===== src/rtl/counter_pkg.sv =====
// Shared types for the loadable-counter reload controller.
//   CNT_WIDTH : default width of count/config/data paths
//   state_t   : controller FSM states
//   cnt_cfg_t : one timer configuration (terminal count, reload value, PWM threshold)
package counter_pkg;

    localparam int unsigned CNT_WIDTH = 8;

    typedef enum logic [1:0] {
        IDLE = 2'd0,
        ARM  = 2'd1,
        RUN  = 2'd2
    } state_t;

    typedef struct packed {
        logic [CNT_WIDTH-1:0] top;
        logic [CNT_WIDTH-1:0] start;
        logic [CNT_WIDTH-1:0] cmp;
    } cnt_cfg_t;

endpackage


===== src/rtl/cfg_shadow_reg.sv =====
// One-entry valid/ready holding register for a pending timer configuration.
// Ports:
//   clk, rst   : clock, synchronous active-low reset
//   cfg_valid  : config offer from the host
//   cfg_ready  : register empty, an offer at this edge is accepted
//   cfg_in     : offered config
//   take       : controller moves the held config to active (only asserted while full)
//   full       : a config is held
//   cfg_out    : held config
module cfg_shadow_reg
    import counter_pkg::*;
(
    input  logic     clk,
    input  logic     rst,
    input  logic     cfg_valid,
    output logic     cfg_ready,
    input  cnt_cfg_t cfg_in,
    input  logic     take,
    output logic     full,
    output cnt_cfg_t cfg_out
);

    logic     full_q;
    cnt_cfg_t data_q;

    assign cfg_ready = !full_q;
    assign full      = full_q;
    assign cfg_out   = data_q;

    // Accept needs empty and take needs full, so the two never collide.
    always_ff @(posedge clk) begin
        if (!rst) begin
            full_q <= 1'b0;
            data_q <= '0;
        end else if (cfg_valid && !full_q) begin
            full_q <= 1'b1;
            data_q <= cfg_in;
        end else if (take) begin
            full_q <= 1'b0;
        end
    end

endmodule


===== src/rtl/counter_reload_ctrl.sv =====
// Feedback controller that turns an external loadable up counter into a periodic
// timer running START..TOP, with PWM output and boundary-synchronous reconfiguration.
// Ports:
//   clk, rst       : clock, synchronous active-low reset
//   en             : run enable
//   cfg_valid/ready: config handshake into the shadow register
//   cfg_top/start/cmp : offered terminal count, reload value, PWM threshold
//   count_in       : counter's registered count
//   load_out, data_out : counter load strobe and reload value (combinational)
//   pwm_out        : registered PWM, high while count < cmp in RUN
//   period_pulse   : one-cycle pulse after each reload in RUN
//   cfg_applied    : one-cycle pulse after the shadow config becomes active
module counter_reload_ctrl
    import counter_pkg::*;
#(
    parameter int unsigned      WIDTH   = CNT_WIDTH,  // must match CNT_WIDTH
    parameter logic [WIDTH-1:0] TOP_RST = {WIDTH{1'b1}}
) (
    input  logic             clk,
    input  logic             rst,
    input  logic             en,
    input  logic             cfg_valid,
    output logic             cfg_ready,
    input  logic [WIDTH-1:0] cfg_top,
    input  logic [WIDTH-1:0] cfg_start,
    input  logic [WIDTH-1:0] cfg_cmp,
    input  logic [WIDTH-1:0] count_in,
    output logic             load_out,
    output logic [WIDTH-1:0] data_out,
    output logic             pwm_out,
    output logic             period_pulse,
    output logic             cfg_applied
);

    localparam cnt_cfg_t RST_CFG = '{top: TOP_RST, start: '0, cmp: '0};

    state_t   state_q, state_d;
    cnt_cfg_t active_q;
    cnt_cfg_t cfg_in;
    cnt_cfg_t shadow_cfg;
    logic     shadow_full;
    logic     take;
    logic     pwm_q, period_q, applied_q;

    assign cfg_in = '{top: cfg_top, start: cfg_start, cmp: cfg_cmp};

    cfg_shadow_reg u_shadow (
        .clk       (clk),
        .rst       (rst),
        .cfg_valid (cfg_valid),
        .cfg_ready (cfg_ready),
        .cfg_in    (cfg_in),
        .take      (take),
        .full      (shadow_full),
        .cfg_out   (shadow_cfg)
    );

    always_comb begin
        state_d  = state_q;
        load_out = 1'b0;
        case (state_q)
            IDLE: if (en) state_d = ARM;
            ARM: begin
                load_out = 1'b1;
                state_d  = RUN;
            end
            RUN:     load_out = (count_in == active_q.top);
            default: state_d = IDLE;
        endcase
        if (!en) state_d = IDLE;
    end

    // A pending config supplies the reload value of the very load that applies it,
    // so the new period starts at the new START.
    assign data_out = shadow_full ? shadow_cfg.start : active_q.start;
    assign take     = load_out && shadow_full;

    always_ff @(posedge clk) begin
        if (!rst) begin
            state_q   <= IDLE;
            active_q  <= RST_CFG;
            pwm_q     <= 1'b0;
            period_q  <= 1'b0;
            applied_q <= 1'b0;
        end else begin
            state_q   <= state_d;
            if (take) active_q <= shadow_cfg;
            pwm_q     <= (state_q == RUN) && en && (count_in < active_q.cmp);
            period_q  <= (state_q == RUN) && load_out;
            applied_q <= take;
        end
    end

    assign pwm_out      = pwm_q;
    assign period_pulse = period_q;
    assign cfg_applied  = applied_q;

endmodule


===== config.mk =====
export PLATFORM = sky130hd
export DESIGN_NAME = counter_reload_ctrl
export DESIGN_NICKNAME = d
export VERILOG_FILES = /design/src/rtl/counter_pkg.sv /design/src/rtl/cfg_shadow_reg.sv /design/src/rtl/counter_reload_ctrl.sv
export SDC_FILE = /design/constraint.sdc
export NUM_CORES = 1
export LEC_CHECK = 0
export CAP_MARGIN = 20
export CORE_MARGIN = 8
export CORE_UTILIZATION = 50
export DETAILED_ROUTE_END_ITERATION = 10
export PLACE_DENSITY = 0.8
export SLEW_MARGIN = 30
export SYNTH_ARGS = -nofsm -noshare
export SYNTH_HDL_FRONTEND = slang
export SYNTH_SLANG_ARGS = --single-unit

===== constraint.sdc =====
create_clock -name clk -period 3.4 [get_ports clk]
set_input_delay 1.02 -clock clk [delete_from_list [all_inputs] [get_ports clk]]
set_output_delay 1.02 -clock clk [all_outputs]
set_load 0.02 [all_outputs]

# Word level (Yosys, flattened, before mapping)

Index checks and enable logic that the tools add are counted.

Bits in registers: 54
Input bits: 36
Output and inout bits: 13
Word-level logic and storage cells: 29

Magnitude comparators: 1
Equality and inequality tests: 3
Mux-type cells: 5
Reductions and logical operators: 9

Operators with widths:

| kind                 | number |
|---|---|
| $eq A8 B8 Y1         | 1 |
| $lt A8 B8 Y1         | 1 |
| $mux W8              | 1 |
| $pmux W2 S3          | 1 |
| $logic_and A1 B1 Y1  | 5 |
| $eq A2 B1 Y1 const B | 1 |
| $eq A2 B2 Y1 const B | 1 |
| $logic_not A2 Y1     | 1 |
| $mux W1              | 2 |
| $pmux W1 S2          | 1 |
| $reduce_and A2 Y1    | 1 |
| $reduce_bool A2 Y1   | 1 |
| $logic_not A1 Y1     | 1 |

# Logic depth before layout (Yosys ltp)

Word-level depth: 5
Depth in mapped cells: 6
Mapped depth without buffers: 6

# Hierarchy

A second synthesis with hierarchy kept.

Cells, all modules: 276
Area, all modules: 2522.4 sq um

By module, submodules not included:

| module              | times used | cells an instance | area each (sq um) | sequential area each (sq um) |
|---|---|---|---|---|
| counter_reload_ctrl | 1          | 167               | 1498.9            | 580.6 |
| cfg_shadow_reg      | 1          | 109               | 1023.5            | 500.5 |

# Least setup slack after synthesis

No wires, ideal clock.

Path type: input to output
From: input count_in[1]
To: output load_out
Data arrival time: 2.074 ns
Data required time: 2.380 ns
Setup slack: 0.306 ns
Stages: 4
Path through: xor2_1 -> nor4_2 -> a41oi_4 -> and2b_2

Cells in the longest elaborated chain, start to end: 2

Ends and longest elaborated chain:

| item               | line                      | text |
|---|---|---|
| start: declaration | counter_reload_ctrl.sv:27 | `input logic [WIDTH-1:0] count_in,` |
| $eq A8 B8 Y1       | counter_reload_ctrl.sv:67 | `RUN: load_out = (count_in == active_q.top);` |
| $pmux W1 S2        | counter_reload_ctrl.sv:61 | `case (state_q)` |
| end: declaration   | counter_reload_ctrl.sv:28 | `output logic load_out,` |

No other way between the ends.

# Final worst setup path

From: input count_in[0]
To: output load_out

Same word-level chain as after synthesis.

==> results.toml <==
[outcome]
status = "finished clean"

[placed_design]
io_buffer_count = 48
dp_hpwl_um = 3700
gp_congestion = 0.809
dp.cells = 391
pre_cts_slack_ps = -668

[pwr]
power_density_nw_per_um2 = 386
p_total_uw = 1230
power.leakage_uw = 0.00119
ir_drop_uv = 221

[timing]
max_freq_mhz = 301
setup_viol = 0
hold_viol = 0
slew_headroom_pct = 45.6
min_period_ps = 3320
finalSetupTns_ps = 0
tightest_slew_ps = 814
setup_slack_ps = 78.7
finalClockSkew_ps = 4.54
drv_slew = 0
rsz0062_at_grt = "false"
post-route-period-util_pct = 97.7

[layout]
fin_cells = 400
final_common_cell = "nand2_1"
final_cell_mix = "nand2_1, dfxtp_1, clkdlybuf4s50_1, a21boi_0, inv_1"
fillers = 384
drive_gt1_share_pct = 11.1
antenna_cells = 0
finalNetCount = 379
syn_to_final_growth_pct = 27.2
final_util_pct = 66.5

[grt]
gr-total-overflow = 0
grt_pass1_wl_um = 8670
antenna_found_initial = 0
grt_max_degree = 41
grt_pass1_vias = 1924
track_usage_pct = 14.4

[yosys]
syn_nets = 328
synth_seq_area_share_pct = 43.2
synth_cells = 281
ys.flop_type = "dfxtp_1"
yosysUniqueCellTypes = 33
synth_top_area_share_pct = 43.2
ys_ff_latch = 54
yosys.area.top_type = "dfxtp_1"
synth_edf_count = 0
syn-cell-area_um2 = 2500
synthTopCellsByArea = "dfxtp_1, nand2_1, mux2i_1"
avgSynthCellArea_um2 = 8.90
yosys_warnings = 0
ys_async_sr_fraction_pct = 0

[setup_path]
arrival_ps = 2300
critPathTopFamily = "buffers and inverters"
slowest_delay_ps = 490
critPathBufInv = 2
crit_path_max_fanout = 2
endpoint_kind = "primary output"
cp_cell_sequence = "clkdlybuf4s50_1 -> xor2_1 -> nor3_2 -> a41oi_4 -> and2b_2 -> buf_6"
crit_cells = 6
critical_path_required_ps = 2380
worstRegToRegCells = 6
reg2reg_slack_ps = 1470
crit_slowest_cell = "clkdlybuf4s50_1"
startpoint_type = "input port"
worstReg2RegEnd = "active_q[5]$_SDFFE_PN0P_"
crit_type = "input port to primary output"
rr_startpoint = "active_q[17]$_SDFFE_PN1P_"

[floorplan]
rows = 25
pin_count = 49
core_um2 = 4790
die_y_um = 86.7
dieWidth_um = 86.7
initial_utilization_pct = 52.3
dieArea_um2 = 7520

[detailed_routing]
routedWlPerCell_um = 12.7
dr.pass1.iters = 4
routed_via_density = 4.83
remaining_drc_errors = 0
drt_iter0_markers = 120
vias = 1930
routed_wl_um = 5090
antenna_left = 0

[clock_tree]
cts_hold_buf = 0
ctsLongestPathBuffers = 2
clk_latency_ps = 310
cts_made_buffers = 5
htree_levels = 2
cts.clk_slew.worst_paths_ps = 80
cts.sinks = 54
cts-root-buf = "clkbuf_8"
cts_tree = "done"

[worst_hold_path]
hold_class = "flip-flop to flip-flop"
min_to = "active_q[0]$_SDFFE_PN0P_"
whs_path_depth = 2
min_from = "u_shadow.cfg_out[0]$_SDFFE_PN0P_"

[flow_run]
drv_cap = 0
## cell families after synthesis
logic type	Yosys count	share of synthesized area, %
muxes	26	10.8
adders and majority gates	11	5.50
DFF	54	43.2
AOI/OAI and AO/OA	49	14.7
and+or+nand+nor	96	16.4
xor gates and xnor gates	8	2.80
buffers and inverters	37	6.65
## report_power, final
group,switching (uW),total (uW),internal (uW)
logic,74.0,157,82.7
clock network,197,403,206
registers,15.0,667,652
## flip-flops by register name, summed over array words and instances, names as in the netlist
register,count
active_q,24
cfg_applied,1
period_pulse,1
pwm_out,1
state_q,2
u_shadow.cfg_out,24
u_shadow.full,1
## final cells by class
class | count | area (um^2) | share of cell area, %
flip-flops and latches | 54 | 1080 | 34.0
repair buffers | 61 | 573 | 18.0
clock buffers | 8 | 110 | 3.46
multi-input cells | 190 | 1260 | 39.6
well taps | 67 | 83.8 | 2.63
inverters | 20 | 75.1 | 2.36
## timing repair
| action | CTS | global route |
|---|---|---|
| gates cloned | 0 | 0 |
| setup endpoints to repair | 1 | 1 |
| gates resized for setup | 11 | 4 |
| buffers inserted | 1 | 0 |
| pin swaps | 2 | 3 |
## per-stage QoR
stage | hold WS (ps) | instance area [um^2]
2_1_floorplan | 432 | 2500
5_1_grt | 486 | 3180
3_5_place_dp | 447 | 3060
3_3_place_gp | 440 | 3060
4_1_cts | 464 | 3170
6_report | 462 | 3180
## tightest hold or removal path: stages (launching register included)
cell and delay, ps:
dfxtp_1 320, nand2_1 50, mux2i_1 50
## synthesized netlist by cell type, types with 2 or more instances
cell            n
dfxtp_1        54
nand2_1        83
inv_1          20
a21boi_0       24
mux2i_1        18
mux2_2          8
and3_1          2
nor2_1          3
clkbuf_1       12
ha_1           11
dlygate4sd1_1   2
a21oi_1         2
o311ai_1        2
xor2_1          7
o21ai_0        10
o311ai_0        6
## per-layer routing
layer / up-vias / global-route usage (%) / share of wire [%]
li1: 1022 / - / -
met3: 4 / 4.44 / 6.2
met4: 0 / 5.63 / 0.87
met5: - / 0 / 0
met1: 856 / 17.5 / 47
met2: 48 / 23.1 / 45
## worst max path at each step
stage                startpoint        to  slack, ps
floorplan           count_in[1]  load_out        310
global placement    count_in[1]  load_out       -590
detailed placement  count_in[1]  load_out       -670
CTS                 count_in[4]  load_out          4
global route        count_in[0]  load_out         10
finish              count_in[0]  load_out         80
Power figures use the tool's default switching activity.
